===== src/rtl/cipher_rx_pkg.sv =====
// Shared defaults and FSM state type for the cipher stream receiver.
package cipher_rx_pkg;

    localparam int unsigned MSG_SIZE_DEFAULT   = 512;
    localparam int unsigned FIFO_DEPTH_DEFAULT = 8;

    typedef enum logic {
        IDLE,
        RECV
    } rx_state_t;

endpackage


===== src/rtl/byte_fifo.sv =====
// Synchronous 8-bit FIFO; a push while full is accepted only when a pop frees a slot the same cycle.
module byte_fifo #(
    parameter int unsigned DEPTH = 8
) (
    input  logic       clk,
    input  logic       rst_n,
    input  logic       push,
    input  logic [7:0] wr_data,
    input  logic       pop,
    output logic [7:0] rd_data,
    output logic       full,
    output logic       empty
);

    localparam int unsigned AW = $clog2(DEPTH);

    logic [7:0]  mem [DEPTH];
    logic [AW:0] wr_ptr;
    logic [AW:0] rd_ptr;
    logic        wr_en;
    logic        rd_en;

    assign empty   = (wr_ptr == rd_ptr);
    assign full    = (wr_ptr[AW] != rd_ptr[AW]) && (wr_ptr[AW-1:0] == rd_ptr[AW-1:0]);
    assign wr_en   = push && (!full || pop);
    assign rd_en   = pop && !empty;
    assign rd_data = empty ? '0 : mem[rd_ptr[AW-1:0]];

    always_ff @(posedge clk or negedge rst_n) begin
        if (!rst_n) begin
            wr_ptr <= '0;
            rd_ptr <= '0;
            for (int unsigned i = 0; i < DEPTH; i++) begin
                mem[i] <= '0;
            end
        end else begin
            if (wr_en) begin
                mem[wr_ptr[AW-1:0]] <= wr_data;
                wr_ptr              <= wr_ptr + 1'b1;
            end
            if (rd_en) begin
                rd_ptr <= rd_ptr + 1'b1;
            end
        end
    end

endmodule


===== src/rtl/cipher_stream_rx.sv =====
// Deserializes a framed ciphertext bit stream MSB-first into bytes, buffering them in a FIFO
// and flagging length errors, aborted frames and FIFO overflow.
module cipher_stream_rx
    import cipher_rx_pkg::*;
#(
    parameter int unsigned MSG_SIZE   = MSG_SIZE_DEFAULT,
    parameter int unsigned FIFO_DEPTH = FIFO_DEPTH_DEFAULT
) (
    input  logic                        clk,
    input  logic                        rst_n,
    input  logic                        ena,
    input  logic                        serial_in,
    input  logic                        serial_start,
    input  logic                        serial_end,
    output logic [7:0]                  byte_out,
    output logic                        byte_valid,
    input  logic                        byte_ready,
    output logic                        frame_done,
    output logic                        frame_err,
    output logic                        overflow,
    output logic [$clog2(MSG_SIZE):0]   bit_count
);

    localparam int unsigned   CW      = $clog2(MSG_SIZE) + 1;
    localparam logic [CW-1:0] MSG_LEN = CW'(MSG_SIZE);

    rx_state_t     state;
    logic [6:0]    shift_reg;
    logic [CW-1:0] next_count;
    logic          push_byte;
    logic [7:0]    push_data;
    logic          pop;
    logic          fifo_full;
    logic          fifo_empty;

    assign next_count = bit_count + CW'(1);
    assign push_data  = {shift_reg, serial_in};
    assign pop        = byte_valid && byte_ready;
    assign byte_valid = !fifo_empty;

    // A byte completes only on a normal in-frame sample: restarts and over-length bits never push.
    always_comb begin
        push_byte = 1'b0;
        if (ena && (state == RECV) && !serial_start && (bit_count != MSG_LEN)
                && (next_count[2:0] == 3'd0)) begin
            push_byte = 1'b1;
        end
    end

    byte_fifo #(
        .DEPTH (FIFO_DEPTH)
    ) u_fifo (
        .clk     (clk),
        .rst_n   (rst_n),
        .push    (push_byte),
        .wr_data (push_data),
        .pop     (pop),
        .rd_data (byte_out),
        .full    (fifo_full),
        .empty   (fifo_empty)
    );

    always_ff @(posedge clk or negedge rst_n) begin
        if (!rst_n) begin
            state      <= IDLE;
            shift_reg  <= '0;
            bit_count  <= '0;
            frame_done <= 1'b0;
            frame_err  <= 1'b0;
            overflow   <= 1'b0;
        end else begin
            frame_done <= 1'b0;
            if (ena) begin
                if (serial_start) begin
                    // Fresh capture; an abort from RECV keeps the error visible for the new frame.
                    shift_reg <= {6'b0, serial_in};
                    bit_count <= CW'(1);
                    overflow  <= 1'b0;
                    frame_err <= (state == RECV) || serial_end;
                    if (serial_end) begin
                        state      <= IDLE;
                        frame_done <= 1'b1;
                    end else begin
                        state <= RECV;
                    end
                end else if (state == RECV) begin
                    if (bit_count == MSG_LEN) begin
                        frame_err  <= 1'b1;
                        frame_done <= 1'b1;
                        state      <= IDLE;
                    end else begin
                        shift_reg <= {shift_reg[5:0], serial_in};
                        bit_count <= next_count;
                        if (serial_end) begin
                            state      <= IDLE;
                            frame_done <= 1'b1;
                            if (next_count != MSG_LEN) begin
                                frame_err <= 1'b1;
                            end
                        end
                    end
                end
            end
            if (push_byte && fifo_full && !pop) begin
                overflow <= 1'b1;
            end
        end
    end

endmodule


===== config.mk =====
export PLATFORM = sky130hd
export DESIGN_NAME = cipher_stream_rx
export DESIGN_NICKNAME = d
export VERILOG_FILES = /design/src/rtl/cipher_rx_pkg.sv /design/src/rtl/byte_fifo.sv /design/src/rtl/cipher_stream_rx.sv
export SDC_FILE = /design/constraint.sdc
export NUM_CORES = 1
export LEC_CHECK = 0
export ABC_AREA = 1
export CAP_MARGIN = 20
export CELL_PAD_IN_SITES_DETAIL_PLACEMENT = 0
export CELL_PAD_IN_SITES_GLOBAL_PLACEMENT = 1
export CORE_MARGIN = 3
export CORE_UTILIZATION = 28
export CTS_CLUSTER_DIAMETER = 30
export DETAILED_ROUTE_END_ITERATION = 8
export PLACE_DENSITY = 0.64
export SLEW_MARGIN = 20
export SYNTH_ARGS = -nofsm -noshare
export SYNTH_HDL_FRONTEND = slang
export SYNTH_HIERARCHICAL = 1
export SYNTH_SLANG_ARGS = --single-unit

===== constraint.sdc =====
create_clock -name clk -period 2.4 [get_ports clk]
set_input_delay 0.24 -clock clk [delete_from_list [all_inputs] [get_ports clk]]
set_output_delay 0.24 -clock clk [all_outputs]
set_load 0.01 [all_outputs]

==> results_dict.tcl, run 1 <==
set metrics [dict create \
    wl_um 14800 \
    r2r-end "u_fifo/mem[41]$_DFFE_PN0P_" \
    die_w_um 141 \
    switching_share_pct 38.9 \
    irDropWorstVdd_mv 0.486 \
    die_h_um 141 \
    drtIter0Drc 270 \
    io_buffers 28 \
    ys_warn_count 6 \
    syn_area_per_cell_um2 8.23 \
    reg2reg_depth 15 \
    max_cap_viol_count 0 \
    insertion_delay_ns 0.35 \
    start_util_pct 29.0 \
    slew_viol_final 0 \
    antenna_found_initial 0 \
    cts-root-buf "clkbuf_16" \
    cts.path.max_buffers 2 \
    r2r_slack_ns 0.26 \
    overflow 0 \
    fmax_ghz 0.427 \
    ios 29 \
    largest_reg_flops 64 \
    crit_type "flop to primary output" \
    numCtsBuffers 9 \
    grt_max_degree 94 \
    setup_viol 0 \
    cp-end-kind "primary output" \
    pwr-share-comb_pct 42.2 \
    status "complete, no violations" \
    yosysSeqAreaShare_pct 45.6 \
    die_area_mm2 0.0199 \
    drc 0 \
    p_leak_nw 2.94 \
    whs_ns 0.470 \
    clockPowerShare_pct 25.3 \
    netlist-cell-type-count 37 \
    gp_congestion 0.809 \
    grt_first_pass_wirelength_um 23900 \
    worstMarginPinSlew_ns 0.737 \
    setup-tns-final_ns 0 \
    rows 48 \
    drt_pass1_iterations 7 \
    setup.worst_path.end "byte_out[6]" \
    final_util_pct 34.3 \
    cts_max_level 3 \
    powerDensity_mw_per_mm2 918 \
    ys_ff_latch 93 \
    rsz0062_at_grt "yes" \
    p_sw_mw 2.15 \
    wl_per_cell_um 16.8 \
    path_max_fanout 22 \
    vias 4424 \
    p_seq_share_pct 32.5 \
    hp-class "primary input to async pin" \
    synth_area_mm2 0.00511 \
    via_per_inst 5.00 \
    slew_headroom_pct 50.6 \
    grt_pass1_vias 4314 \
    critPathLaunchType "flop" \
    n_antenna_cell 0 \
    arrival_ns 2.10 \
    period_share_pct 97.6 \
    dp_slack_ns 0.187 \
    synth_cells 621 \
    cts_tree "done" \
    r2r_start "u_fifo/rd_ptr[0]$_DFFE_PN0P_" \
    fin_skew_ns 0.0116 \
    critPathRequiredTime_ns 2.16 \
    clkTransAtPathRegs_ns 0.07 \
    grt_usage_pct 15.3 \
    core-area_mm2 0.0176 \
    nets 666 \
    finalHoldViolCount 0 \
    p_int_mw 3.39 \
    syn_to_final_growth_pct 18.1 \
    layout_commonest_cell "nand2_1" \
    syn_nets 633 \
    finalPower_mw 5.54 \
    ant_nets 0 \
    hpwl_um 10000 \
    final_cell_mix "185 x nand2_1, 92 x dfrtp_1, 67 x nand4_1" \
    cts.sinks 93 \
    drive_gt1_share_pct 13.2 \
    finalCriticalPeriod_ns 2.34 \
    crit_start "u_fifo/rd_ptr[0]$_DFFE_PN0P_" \
    setup_slack_ns 0.0582 \
]
how the worst min path moves through the flow:
stage	start	endpoint
finish	rst_n	u_fifo/mem[51]$_DFFE_PN0P_
global route	u_fifo/mem[29]$_DFFE_PN0P_	u_fifo/mem[29]$_DFFE_PN0P_
CTS	u_fifo/mem[12]$_DFFE_PN0P_	u_fifo/mem[12]$_DFFE_PN0P_
detailed placement	rst_n	u_fifo/mem[61]$_DFFE_PN0P_
global placement	rst_n	u_fifo/mem[45]$_DFFE_PN0P_
floorplan	rst_n	bit_count[0]$_DFFE_PN0P_
timing repair:
action | CTS | global route
hold buffers | 1 | 0
pin swaps | 0 | 3
buffers inserted | 2 | 4
endpoints found under the setup margin | 8 | 7
cloned | 0 | 0
endpoints found under the hold margin | 91 | 0
gates resized for setup | 11 | 11
synth_stat cells (all sizes together):
master | count | area, um2
nand2 | 189 | 724
dfrtp | 93 | 2330
nand4 | 68 | 440
nor2 | 68 | 275
o21ai | 52 | 264
buf | 32 | 268
inv | 32 | 125
o22ai | 27 | 175
nand3 | 25 | 200
clkbuf | 10 | 48.8
nor3 | 8 | 86.3
ha | 5 | 62.6
xnor2 | 5 | 51.3
xor2 | 4 | 35.0
a21boi | 1 | 7.51
a21oi | 1 | 5.00
a22oi | 1 | 12.5
power by group through the flow:
stage	clock network (mW)	logic (mW)	registers, mW
floorplan	0	1.41	1.78
global placement	0	2.28	1.82
detailed placement	0	2.28	1.82
CTS	1.44	2.33	1.80
global route	1.50	2.59	1.82
finish	1.40	2.34	1.80
cells by family after synthesis:
group,share of synthesized area [%]
simple gates,33.8
flops,45.6
compound gates,9.09
buf+inv,8.65
xor+xnor,1.69
fa+ha+maj,1.22
through the flow:
step	area [um2]	instances
6_report	6030	884
2_1_floorplan	5110	621
3_5_place_dp	5640	861
4_1_cts	5970	880
3_3_place_gp	5640	861
5_1_grt	6030	884
layout make-up:
class                   count  area (um2)
fillers                  1804       11600
multi-input cells         454        2360
flip-flops and latches     93        2330
repair buffers             64         651
well taps                 225         282
clock buffers              13         270
inverters                  32         125
clock inverters             3        18.8
critical path: stages, from the launching register on:
cell and delay [ns]:
dfrtp_2 0.43, inv_2 0.12, buf_12 0.17, o21ai_1 0.13, o22ai_1 0.19, o21ai_1 0.09, nor2_1 0.09, clkdlybuf4s50_1 0.54
metal layers:
layer,global-route usage [%],vias up,wire [um]
li1,-,2174,-
met1,21.3,2118,7070
met2,24.2,111,6850
met3,2.27,21,624
met4,5.41,0,262
met5,0,-,0
Power figures use the tool's default switching activity.
==> run 2, diff against run 1 <==
--- a/config.mk
+++ b/config.mk
@@ -6,6 +6,7 @@
 export NUM_CORES = 1
 export LEC_CHECK = 0
 export ABC_AREA = 1
+export ABC_CLOCK_PERIOD_IN_PS = 2400
 export CAP_MARGIN = 20
 export CELL_PAD_IN_SITES_DETAIL_PLACEMENT = 0
 export CELL_PAD_IN_SITES_GLOBAL_PLACEMENT = 1
==> results of run 2 <==
The final DEF is identical to that of run 1; final timing and power are the same.
